--- src/rtl/ct_seq_multiplier_taint.sv ---
// Constant-time shift-add multiplier with bitwise taint shadow logic.
// Every job runs exactly WIDTH iterations, so control taint follows only the handshake.
module ct_seq_multiplier_taint #(
    parameter int unsigned WIDTH = 8,
    parameter int unsigned CNT_W = $clog2(WIDTH)
) (
    input  logic                 clk,
    input  logic                 rst,
    input  logic                 start,
    input  logic                 start_t,
    input  logic                 ack,
    input  logic                 ack_t,
    input  logic [WIDTH-1:0]     multiplicand,
    input  logic [WIDTH-1:0]     multiplicand_t,
    input  logic [WIDTH-1:0]     multiplier,
    input  logic [WIDTH-1:0]     multiplier_t,
    output logic                 busy,
    output logic                 busy_t,
    output logic                 done,
    output logic                 done_t,
    output logic [2*WIDTH-1:0]   product,
    output logic [2*WIDTH-1:0]   product_t
);

    localparam int unsigned PW = 2 * WIDTH;

    typedef enum logic [1:0] {
        S_IDLE,
        S_CALC,
        S_DONE
    } state_e;

    state_e             state_q;
    logic [CNT_W-1:0]   cnt_q;
    logic [WIDTH-1:0]   md_q, md_t_q, mr_q, mr_t_q;
    logic [PW-1:0]      acc_q, acc_t_q;
    logic [PW-1:0]      product_q, product_t_q;
    logic               ctl_t_q, busy_q, done_q;

    logic               bit_m, bit_t;
    logic [PW-1:0]      addend, t_i, tsum;
    logic [PW-1:0]      acc_d, acc_t_d;

    // The add runs every CALC cycle; a cleared multiplier bit only zeroes the addend.
    always_comb begin
        bit_m   = mr_q[cnt_q];
        bit_t   = mr_t_q[cnt_q];
        addend  = bit_m ? (PW'(md_q) << cnt_q) : '0;
        acc_d   = acc_q + addend;
        if (bit_t) begin
            t_i = {PW{1'b1}} << cnt_q;
        end else if (bit_m) begin
            t_i = PW'(md_t_q) << cnt_q;
        end else begin
            t_i = '0;
        end
        tsum    = acc_t_q | t_i;
        // Carry can ripple upward from the lowest tainted bit.
        acc_t_d = '0;
        acc_t_d[0] = tsum[0];
        for (int unsigned k = 1; k < PW; k++) begin
            acc_t_d[k] = acc_t_d[k-1] | tsum[k];
        end
    end

    always_ff @(posedge clk) begin
        if (rst) begin
            state_q     <= S_IDLE;
            cnt_q       <= '0;
            md_q        <= '0;
            md_t_q      <= '0;
            mr_q        <= '0;
            mr_t_q      <= '0;
            acc_q       <= '0;
            acc_t_q     <= '0;
            product_q   <= '0;
            product_t_q <= '0;
            ctl_t_q     <= 1'b0;
            busy_q      <= 1'b0;
            done_q      <= 1'b0;
        end else begin
            case (state_q)
                S_IDLE: begin
                    ctl_t_q <= start_t;
                    if (start) begin
                        md_q    <= multiplicand;
                        md_t_q  <= multiplicand_t;
                        mr_q    <= multiplier;
                        mr_t_q  <= multiplier_t;
                        acc_q   <= '0;
                        acc_t_q <= '0;
                        cnt_q   <= '0;
                        busy_q  <= 1'b1;
                        state_q <= S_CALC;
                    end
                end
                S_CALC: begin
                    acc_q   <= acc_d;
                    acc_t_q <= acc_t_d;
                    cnt_q   <= cnt_q + CNT_W'(1);
                    if (cnt_q == CNT_W'(WIDTH - 1)) begin
                        product_q   <= acc_d;
                        product_t_q <= acc_t_d;
                        busy_q      <= 1'b0;
                        done_q      <= 1'b1;
                        state_q     <= S_DONE;
                    end
                end
                S_DONE: begin
                    ctl_t_q <= ctl_t_q | ack_t;
                    if (ack) begin
                        done_q  <= 1'b0;
                        state_q <= S_IDLE;
                    end
                end
                default: begin
                    state_q <= S_IDLE;
                end
            endcase
        end
    end

    assign busy      = busy_q;
    assign done      = done_q;
    assign busy_t    = ctl_t_q;
    assign done_t    = ctl_t_q;
    assign product   = product_q;
    assign product_t = product_t_q;

endmodule

--- config.mk ---
export PLATFORM = sky130hd
export DESIGN_NAME = ct_seq_multiplier_taint
export DESIGN_NICKNAME = d
export VERILOG_FILES = /design/src/rtl/ct_seq_multiplier_taint.sv
export SDC_FILE = /design/constraint.sdc
export NUM_CORES = 1
export LEC_CHECK = 0
export CAP_MARGIN = 10
export CORE_MARGIN = 3
export CORE_UTILIZATION = 35
export CTS_BUF_LIST = sky130_fd_sc_hd__clkbuf_8 sky130_fd_sc_hd__clkbuf_16
export CTS_CLUSTER_DIAMETER = 100
export DETAILED_ROUTE_END_ITERATION = 16
export PLACE_DENSITY = 0.58
export SKIP_LAST_GASP = 1
export SYNTH_ARGS = -nofsm -noshare
export SYNTH_HDL_FRONTEND = slang
export SYNTH_SLANG_ARGS = --single-unit
--- constraint.sdc ---
create_clock -name clk -period 5.56 [get_ports clk]
set_clock_uncertainty 0.05 [all_clocks]
set_input_delay 0.834 -clock clk [delete_from_list [all_inputs] [get_ports clk]]
set_output_delay 0.834 -clock clk [all_outputs]
set_load 0.1 [all_outputs]
; After elaboration in Yosys (flattened, before gate mapping)
; Cells that the tools add are included.
[word_totals]
reg_bits = 104
in_bits = 38
output_inout_bits = 36
[classes]
n_addsub = 2
order_cmp = 1
eq_ne = 6
shift = 3
mux = 23
bitwise_logic = 17
reduce_logical = 10
[ops]
columns = op, n
row1 = $mux W16, 4
row2 = $pmux W16 S2, 2
row3 = $shl A8 B3 Y16, 2
row4 = $add A16 B16 Y16, 1
row5 = $or A1 B1 Y1, 16
row6 = $or A16 B16 Y16, 1
row7 = $shl A16 B3 Y16 const A, 1
row8 = $reduce_and A3 Y1, 3
row9 = $bmux W1 S3, 2
row10 = $mux W1, 6
row11 = $mux W2, 3
row12 = $ne A2 B2 Y1 const B, 3
row13 = $pmux W1 S2, 3
row14 = $pmux W2 S3, 1
row15 = $pmux W3 S2, 1
row16 = $reduce_and A2 Y1, 3
row17 = $reduce_bool A2 Y1, 3
row18 = $lt A3 B4 Y1 const B, 1
row19 = $add A3 B1 Y3 const B, 1
row20 = $eq A3 B3 Y1 const B, 1
row21 = $mux W3, 1
row22 = $eq A2 B1 Y1 const B, 1
row23 = $eq A2 B2 Y1 const B, 1
row24 = $logic_not A2 Y1, 1

; Logic depth before layout (Yosys ltp)
; Gate-level depths: netlist (run 1).
[logic_depth]
depth_word = 21
mapped_depth = 18

; Worst setup path after synthesis (run 1)
; No wires, ideal clock.
[synth_path]
path_kind = register -> register
start = register cnt_q[1]
end = register acc_q[15]
arrival_ns = 3.654
required_ns = 5.377
slack_ns = 1.724
stages_incl_launch_ff = 18
cell_sequence = dfxtp_1 > buf_2 > buf_2 > buf_2 > buf_1 > mux2i_1 > nand2_1 > o31a_1 > nor2_1 > a211oi_1 > ha_1 > a21oi_1 > o21ai_0 > a2111oi_0 > a211oi_1 > o31ai_1 > or3_1 > a31oi_1
[synth_between]
elab_chain_cells = 5
word_cells_on_any_way = 6
[synth_lines]
columns = element, line_no
row1 = "start, declared", 34  ; logic [CNT_W-1:0] cnt_q;
row2 = "start signal, assigned", 100  ; cnt_q <= cnt_q + CNT_W'(1);
row3 = $bmux W1 S3, 46  ; bit_m = mr_q[cnt_q];
row4 = $mux W1 (implied by the code), 46
row5 = $mux W16 *, 48  ; addend = bit_m ? (PW'(md_q) << cnt_q) : '0;
row6 = $add A16 B16 Y16 *, 49  ; acc_d = acc_q + addend;
row7 = $pmux W16 S2 *, 82  ; case (state_q)
row8 = "end signal, assigned", 74  ; acc_q <= '0;
row9 = "end signal, assigned", 90  ; acc_q <= '0;
row10 = "end signal, assigned", 98  ; acc_q <= acc_d;
row11 = "end, declared", 36  ; logic [PW-1:0] acc_q, acc_t_q;
; Every way passes the cells marked *; elsewhere a longest branch is shown, timed or not. The select of a mux whose other input is x is not followed.
; A chain may end at the register's enable or synchronous reset.

; Final worst setup path (run 1)
[layout_path]
start = register cnt_q[0]
end = register acc_q[15]
; The elaborated chain is that of the path after synthesis.

==> results of run 1 <==
## final cells by class
class                   count  area (sq um)
clock buffers              10           239
inverters                  16          60.1
well taps                 211           264
fillers                  1552          8630
flip-flops and latches    104          2080
repair buffers             83           803
multi-input cells         523          3240
clock inverters             5           105
## routing by layer
layer	GRT usage (%)	wire length (um)	part of all wire, %	vias to the layer above
li1	-	-	-	2526
met1	24.5	7430	52	2305
met2	24.9	6230	44	90
met3	3.38	501	3.5	8
met4	4.10	143	1.0	0
met5	0	0	0	-
## state kept, by name, indices dropped and copies added (netlist names)
signal and flops:
acc_t_q 16, done 1, acc_q 16, mr_t_q 8, state_q 2, md_q 8, product 16, cnt_q 3
product_t 16, busy_t 1, md_t_q 8, busy 1, mr_q 8
## how the worst max path moves through the flow
stage / start / cells past startpoint / to / slack, ns
CTS: cnt_q[0] / 12 / acc_q[15] / 1.15
global route: cnt_q[0] / 12 / acc_q[15] / 0.72
finish: cnt_q[0] / 12 / acc_q[15] / 1.14
detailed placement: cnt_q[0] / 12 / acc_q[15] / 1.20
global placement: cnt_q[0] / 12 / acc_q[15] / 1.35
floorplan: cnt_q[1] / 17 / acc_q[15] / 1.72
## placed cells by master, fill, tap and decap left out, types with 7 or more instances in the layout
master and n:
nand3b_1 7, nor2b_1 8, o21ai_0 16, mux4_2 7
inv_1 16, a21oi_1 81, ha_1 19, dfxtp_1 104
buf_4 11, nor3_1 21, mux2i_1 8, nor2_1 91
a22oi_1 18, clkdlybuf4s50_1 72, clkbuf_16 9, a211oi_1 16
nand3_1 13, nand2_1 114
## report_power, final
| group | switching, mW | internal [mW] | total [mW] |
|---|---|---|---|
| combinational | 0.181 | 0.118 | 0.299 |
| sequential | 0.0230 | 0.773 | 0.796 |
| clock | 0.280 | 0.450 | 0.730 |
## kinds of logic after synthesis
group,share of synthesized area (%)
AO/OA/AOI/OAI,21.3
adder cells (fa/ha/maj),4.60
multiplexers,6.59
XOR/XNOR,1.25
buffers and inverters,5.02
AND/OR/NAND/NOR,24.1
flip-flops,37.2
## metrics by stage
step	instance area (sq um)	instances	hold WS, ns	util, %
finish	6800	952	0.406	44.1
global route	6800	952	0.416	44.1
CTS	6800	952	0.407	44.1
detailed placement	6450	937	0.397	41.8
global placement	6450	937	0.392	41.8
floorplan	5600	692	0.376	-
## critical path, cell delays in order, from the launching register on
cell	delay (ns)
dfxtp_1	0.49
mux4_2	0.65
and2_4	0.24
a21oi_2	0.30
a211oi_1	0.11
ha_1	0.35
a21oi_1	0.26
o21ai_0	0.22
a2111oi_0	0.75
a211oi_1	0.14
o31ai_1	0.44
or3_1	0.17
a31oi_1	0.06
==> impl_metrics.toml, run 1 <==
[die]
start_util_pct = 36.3
rows = 45
fp.coreArea_sq_mm = 0.0154
die_area_sq_mm = 0.0176
dieHeight_um = 133
io_pins = 74
die_w_um = 133

[synthesis]
async_flop_share_pct = 0
ys.flop_type = "dfxtp_1"
syn_avg_cell_area_sq_um = 8.10
yosysTopAreaCell = "dfxtp_1"
synth.distinct_cells = 69
synth_area_sq_mm = 0.00560
synth_nets = 750
synth_top_area_share_pct = 37.2
postSynthCellCount = 692
synth_common_cells = "114 x nand2_1, 104 x dfxtp_1, 91 x nor2_1, 81 x a21oi_1, 36 x clkbuf_1"
ys_seq_elements = 104
seq_area_frac_synth_pct = 37.2
synth_edf_count = 0
yosysWarnings = 0
yosys-top-cells-area = "dfxtp_1 37%, nand2_1 7.6%, a21oi_1 7.2%, nor2_1 6.1%, ha_1 4.2%"
synthMostInstantiatedCell = "nand2_1"

[clock_network]
post-cts-setup-buffer-count = 0
numCtsBuffers = 9
cts_buffer_depth = 2
clk_latency_ns = 0.35
clk_pin_slew_ns = 0.07
ctsResizeCount = 0
clockRootBuffer = "clkbuf_16"
cts.sinks = 104
ctsHoldBuffers = 0
htreeDepth = 3
cts_tree = "yes"

[routing]
drt-total-wl_mm = 14.3
vias_per_cell = 5.18
ant_nets = 0
dr.pass1.iters = 5
drcViolationCount = 0
wl_per_cell_um = 15.0
drt_iter0_markers = 265
vias = 4929

[placement]
dp_hpwl_mm = 10.3
portBuffers = 73
gp_congestion = 0.848
pre_cts_slack_ns = 1.20

[setup_path]
cp-end-kind = "flip-flop"
rr_startpoint = "cnt_q[0]"
critPathArrivalTime_ns = 4.55
cp_max_fo = 9
rr_endpoint = "acc_q[15]"
r2r_setup_slack_ns = 1.14
start_kind = "flip-flop"
crit_required_ns = 5.70
critPathKind = "flip-flop to flip-flop"
r2r.worst_path.cells = 12

[min_path]
hold_path.class = "flip-flop to flip-flop"
min_to = "product[6]"
hold_path_depth = 2
worstHoldStart = "product[6]"

[power_and_ir_drop]
power_density_mw_per_mm2 = 268
ir_drop_v = 0.000163
p_leak_nw = 2.46
power.total_mw = 1.82

[global_routing]
grt_overflow_total = 0
grt_antenna_before_repair = 0
grtUsageTotal_pct = 16.6
grt_pass1_vias = 4710
grt_pass1_wl_mm = 24.0
grt_max_degree = 111

[cells_and_area]
drive_gt1_share_pct = 8.50
finalNetCount = 795
area_growth_pct = 21.3
antenna_cells = 0

[sta]
maxSlewViolCount = 0
setup_ws_ns = 1.14
rsz0062_at_grt = "false"
finalSetupTns_ns = 0
fin_crit_sh_pct = 79.4
min_period_ns = 4.42
worstMarginPinSlew_ns = 1.09
finalHoldViolCount = 0
fmax_mhz = 226
setup_viol = 0
relSlewSlack_pct = 27.4

[flow_run]
drv_cap = 0

[outcome]
status = "finished clean"
(Power assumes the default switching activity.)
==> run 2, diff against run 1 <==
--- a/config.mk
+++ b/config.mk
@@ -11,7 +11,7 @@
 export CTS_BUF_LIST = sky130_fd_sc_hd__clkbuf_8 sky130_fd_sc_hd__clkbuf_16
 export CTS_CLUSTER_DIAMETER = 100
 export DETAILED_ROUTE_END_ITERATION = 16
-export PLACE_DENSITY = 0.58
+export PLACE_DENSITY = 0.6
 export SKIP_LAST_GASP = 1
 export SYNTH_ARGS = -nofsm -noshare
 export SYNTH_HDL_FRONTEND = slang
==> constraint.sdc (replaced) <==
create_clock -name clk -period 4.05 [get_ports clk]
set_clock_uncertainty 0.05 [all_clocks]
set_input_delay 0.6075 -clock clk [delete_from_list [all_inputs] [get_ports clk]]
set_output_delay 0.6075 -clock clk [all_outputs]
set_load 0.1 [all_outputs]
==> run 2 against run 1 <==
Via count rose by 0.61%. Sequential share of layout area is essentially flat. Worst hold slack got worse by 0.0014 ns. Critical path type unchanged. Critical endpoint unchanged.
==> impl_metrics.toml, run 2 (synthesized netlist as in run 1, its figures left out) <==
[placement]
gp_congestion = 0.863
dp_hpwl_mm = 10.7
portBuffers = 73
dp.cells = 942

[routing]
ant_nets = 0
drt-total-wl_mm = 14.6
vias = 4959
wl_per_cell_um = 15.3
drt_iter0_markers = 272
dr.pass1.iters = 7
vias_per_cell = 5.18
drcViolationCount = 0

[power_and_ir_drop]
power.total_mw = 2.33
power_density_mw_per_mm2 = 343
p_leak_nw = 2.46
ir_drop_v = 0.000217

[clock_network]
cts_tree = "yes"
cts_buffer_depth = 2
clockRootBuffer = "clkbuf_16"
post-cts-setup-buffer-count = 0
htreeDepth = 3
ctsResizeCount = 0
clk_pin_slew_ns = 0.07
ctsHoldBuffers = 0
cts.sinks = 104
clk_latency_ns = 0.36
numCtsBuffers = 9

[setup_path]
path_buf_inv = 3
slowest_stage = "a2111oi_1"
cp_top_family = "compound AO/OA/AOI/OAI gates"
start_kind = "flip-flop"
crit_required_ns = 4.21
slowest_delay_ns = 0.45
rr_startpoint = "cnt_q[0]"
startpoint = "cnt_q[0]"
cpMostUsedCell = "a211oi_1"
critPathArrivalTime_ns = 3.90
critPathKind = "flip-flop to flip-flop"
cp_max_fo = 28
cp-end-kind = "flip-flop"
path_cells = "buf_6 > inv_1 > nand2_1 > o31a_1 > nor2_1 > a211oi_1 > ha_1 > a21oi_1 > o21ai_0 > a2111oi_1 > buf_4 > a211oi_1 > o31ai_2 > or3_1 > a31oi_1"

[min_path]
worstHoldStart = "product[9]"
hold_path.class = "flip-flop to flip-flop"

[die]
start_util_pct = 36.3
die_w_um = 133
io_pins = 74
die_area_sq_mm = 0.0176
dieHeight_um = 133
fp.coreArea_sq_mm = 0.0154
rows = 45

[sta]
maxSlewViolCount = 0
fmax_mhz = 267
whs_ns = 0.405
setup_viol = 0
relSlewSlack_pct = 27.1
min_period_ns = 3.75
finalHoldViolCount = 0
fin_crit_sh_pct = 92.5
worstMarginPinSlew_ns = 1.09

[cells_and_area]
antenna_cells = 0
drive_gt1_share_pct = 9.24
layout_commonest_cell = "nand2_1"
stdcell_count = 958
layout_common_cells = "114 x nand2_1, 104 x dfxtp_1, 91 x nor2_1, 81 x a21oi_1, 72 x clkdlybuf4s50_1"
finalNetCount = 800
area_growth_pct = 21.1
fillers = 1551

[global_routing]
grt_overflow_total = 0
grt_pass1_wl_mm = 24.4
grtUsageTotal_pct = 16.9
grt_pass1_vias = 4795
grt_antenna_before_repair = 0
grt_max_degree = 72

[flow_run]
drv_cap = 0

[outcome]
status = "finished clean"
==> run 2: final cells by class <==
class	instances	area [sq um]	area share, %
Multi-Input combinational cell	523	3250	47.9
Sequential cell	104	2080	30.7
Timing Repair Buffer	88	857	12.6
Tap cell	211	264	3.89
Clock buffer	10	239	3.52
Inverter	16	60.1	0.885
Clock inverter	6	36.3	0.535
==> run 2: layer usage <==
metal | part of all wire [%] | global-route usage (%)
met4 | 2.0 | 5.83
met1 | 50 | 23.5
met2 | 44 | 26.0
met3 | 4.1 | 3.57
met5 | 0 | 0
==> run 2: worst reg2reg max path, cell delays in order (launching register included) <==
cell and delay [ns]:
dfxtp_1 0.41, buf_6 0.26, inv_1 0.18, nand2_1 0.09, o31a_1 0.17, nor2_1 0.05
a211oi_1 0.25, ha_1 0.33, a21oi_1 0.29, o21ai_0 0.21, a2111oi_1 0.45, buf_4 0.18
a211oi_1 0.06, o31ai_2 0.39, or3_1 0.16, a31oi_1 0.06
==> run 2: worst paths after layout <==
check	to	slack (ns)	cells after the start
setup / recovery	acc_q[15]	0.30	15
hold / removal	product[9]	0.40	2
setup reg to reg	acc_q[15]	0.30	15
hold reg to reg	product[9]	0.40	2
==> run 2: where the power goes <==
group	leakage (nW)	internal, mW	total, mW	switching, mW
Clock	0.132	0.429	0.815	0.386
Combinational	1.48	0.166	0.416	0.251
Sequential	0.846	1.06	1.09	0.0325
Total	2.46	1.66	2.33	0.669
==> run 2: per-stage QoR <==
step / util (%) / setup slack, ns / cell area (sq um) / TNS, ns
after floorplan: - / 0.214 / 5600 / 0
after global placement: 42.1 / 0.311 / 6500 / 0
after detailed placement: 42.1 / 0.178 / 6500 / 0
after CTS: 43.9 / 0.154 / 6780 / 0
after global routing: 44.0 / -0.0359 / 6790 / -0.0659
final: 44.0 / 0.304 / 6790 / 0
==> run 3, diff against run 2 <==
--- a/config.mk
+++ b/config.mk
@@ -5,13 +5,15 @@
 export SDC_FILE = /design/constraint.sdc
 export NUM_CORES = 1
 export LEC_CHECK = 0
-export CAP_MARGIN = 10
+export CAP_MARGIN = 30
 export CORE_MARGIN = 3
 export CORE_UTILIZATION = 35
 export CTS_BUF_LIST = sky130_fd_sc_hd__clkbuf_8 sky130_fd_sc_hd__clkbuf_16
 export CTS_CLUSTER_DIAMETER = 100
 export DETAILED_ROUTE_END_ITERATION = 16
+export GPL_ROUTABILITY_DRIVEN = 0
 export PLACE_DENSITY = 0.6
+export RECOVER_POWER = 25
 export SKIP_LAST_GASP = 1
 export SYNTH_ARGS = -nofsm -noshare
 export SYNTH_HDL_FRONTEND = slang
==> run 3 against run 2 <==
The run now ends with capacitance limit, slew limit left. Final area is 0.76% higher. Clock power increased by 1%. Non-clock buffer count grew 5. Utilization increased by 0.33 points. Worst setup slack improved by 0.047 ns. First-iteration DRC count increased by 21%. Die area unchanged. Power increased by 0.83%. Highest routed layer unchanged. Global-route usage decreased by 0.15 points. Clock-buffer cell count shrank 1. Wire length down 1.6%. Register-to-register slack improved by 0.05 ns.
==> impl_metrics.toml, run 3 (synthesized netlist as in run 1, its figures left out) <==
[routing]
dr.pass1.iters = 5
wl_per_cell_um = 15.0
drt_iter0_markers = 330
ant_nets = 0
drcViolationCount = 0
vias = 5064
drt-total-wl_mm = 14.4
vias_per_cell = 5.26

[die]
die_area_sq_mm = 0.0176
dieHeight_um = 133
fp.coreArea_sq_mm = 0.0154
die_w_um = 133
start_util_pct = 36.3
io_pins = 74
rows = 45

[global_routing]
grt_max_degree = 86
grt_antenna_before_repair = 0
grt_pass1_vias = 4869
grt_overflow_total = 0
grt_pass1_wl_mm = 24.1
grtUsageTotal_pct = 16.7

[sta]
maxSlewViolCount = 86
whs_ns = 0.407
setup_viol = 0
fmax_mhz = 270
finalHoldViolCount = 0
finalSetupTns_ns = 0
relSlewSlack_pct = -11.3
fin_crit_sh_pct = 91.3
rsz0062_at_grt = "false"
worstMarginPinSlew_ns = 1.67
min_period_ns = 3.70

[setup_path]
slowest_delay_ns = 0.55
slowest_stage = "mux4_2"
start_kind = "flip-flop"
critPathKind = "flip-flop to flip-flop"
crit_required_ns = 4.17
critPathArrivalTime_ns = 3.81
path_cells = "mux4_2 > and2_4 > a21oi_2 > a211oi_1 > ha_1 > a21oi_1 > o21ai_0 > a2111oi_0 > buf_4 > a211oi_1 > o31ai_2 > or3_1 > a31oi_1"
cpMostUsedCell = "a211oi_1"
cp-end-kind = "flip-flop"
cp_max_fo = 6
r2r_setup_slack_ns = 0.35

[clock_network]
cts_tree = "yes"
numCtsBuffers = 9
cts_buffer_depth = 2
cts.sinks = 104
post-cts-setup-buffer-count = 0
htreeDepth = 3
clockRootBuffer = "clkbuf_16"
ctsHoldBuffers = 0
clk_pin_slew_ns = 0.07
clk_latency_ns = 0.37
ctsResizeCount = 0

[placement]
portBuffers = 73
dp_hpwl_mm = 10.7

[power_and_ir_drop]
internal_power_mw = 1.65
pwr-share-clk_pct = 35.2
p_comb_share_pct = 18.2
p_leak_nw = 2.50
switchingPower_uw = 691
p_seq_share_pct = 46.6
ir_drop_v = 0.000208
swShare_pct = 29.5
power_density_mw_per_mm2 = 343

[cells_and_area]
utilization_pct = 44.3
antenna_cells = 0
layout_common_cells = "114 x nand2_1, 104 x dfxtp_1, 91 x nor2_1, 81 x a21oi_1, 72 x clkdlybuf4s50_1"
fillers = 1547
area_growth_pct = 22.1
layout_commonest_cell = "nand2_1"
drive_gt1_share_pct = 9.71
finalNetCount = 805

[outcome]
violations = "capacitance limit, slew limit"
status = "complete, but fails checks"

[min_path]
hold_path.class = "flip-flop to flip-flop"

[flow_run]
drv_cap = 1
-- run 3: layout make-up --
class | count | area (sq um) | area share, %
Tap cell | 211 | 264 | 3.86
Multi-Input combinational cell | 523 | 3250 | 47.5
Clock buffer | 9 | 225 | 3.29
Clock inverter | 7 | 47.5 | 0.695
Timing Repair Buffer | 93 | 912 | 13.3
Sequential cell | 104 | 2080 | 30.4
Inverter | 16 | 60.1 | 0.878
-- run 3: final timing paths --
check / startpoint / endpoint / depth (start not counted)
hold / removal: product[11] / product[11] / 2
hold reg to reg: product[11] / product[11] / 2
setup reg to reg: cnt_q[0] / acc_q[15] / 13
setup / recovery: cnt_q[0] / acc_q[15] / 13
-- run 3: metal layers --
layer	track usage (%)	share of wire [%]
met1	22.8	49
met4	7.33	3.0
met3	4.18	5.1
met2	25.1	43
met5	0	0
-- run 3: worst max-delay path, delay by kind of cell (launching register included) --
family                   cells  cell delay, ns
AO/OA/AOI/OAI                8            1.60
adder cells (fa/ha/maj)      1            0.33
buffers and inverters        1            0.18
flip-flops                   1            0.40
multiplexers                 1            0.55
AND/OR/NAND/NOR              2            0.36
-- run 3: power by group through the flow --
stage                     clock [mW]  sequential, mW  combinational [mW]
final                          0.825            1.09               0.426
after CTS                      0.843            1.09               0.420
after floorplan                    0            1.12               0.304
after global placement             0            1.11               0.406
after global routing           0.878            1.10               0.467
after detailed placement           0            1.12               0.417
-- run 3: through the flow --
stage	power (mW)	setup WS [ns]	std cells	instance area, sq um
after floorplan	1.42	0.214	692	5600
after global routing	2.44	0.0715	963	6840
after CTS	2.36	0.302	962	6810
final	2.34	0.351	963	6840
after global placement	1.52	0.457	945	6510
after detailed placement	1.53	0.311	946	6540
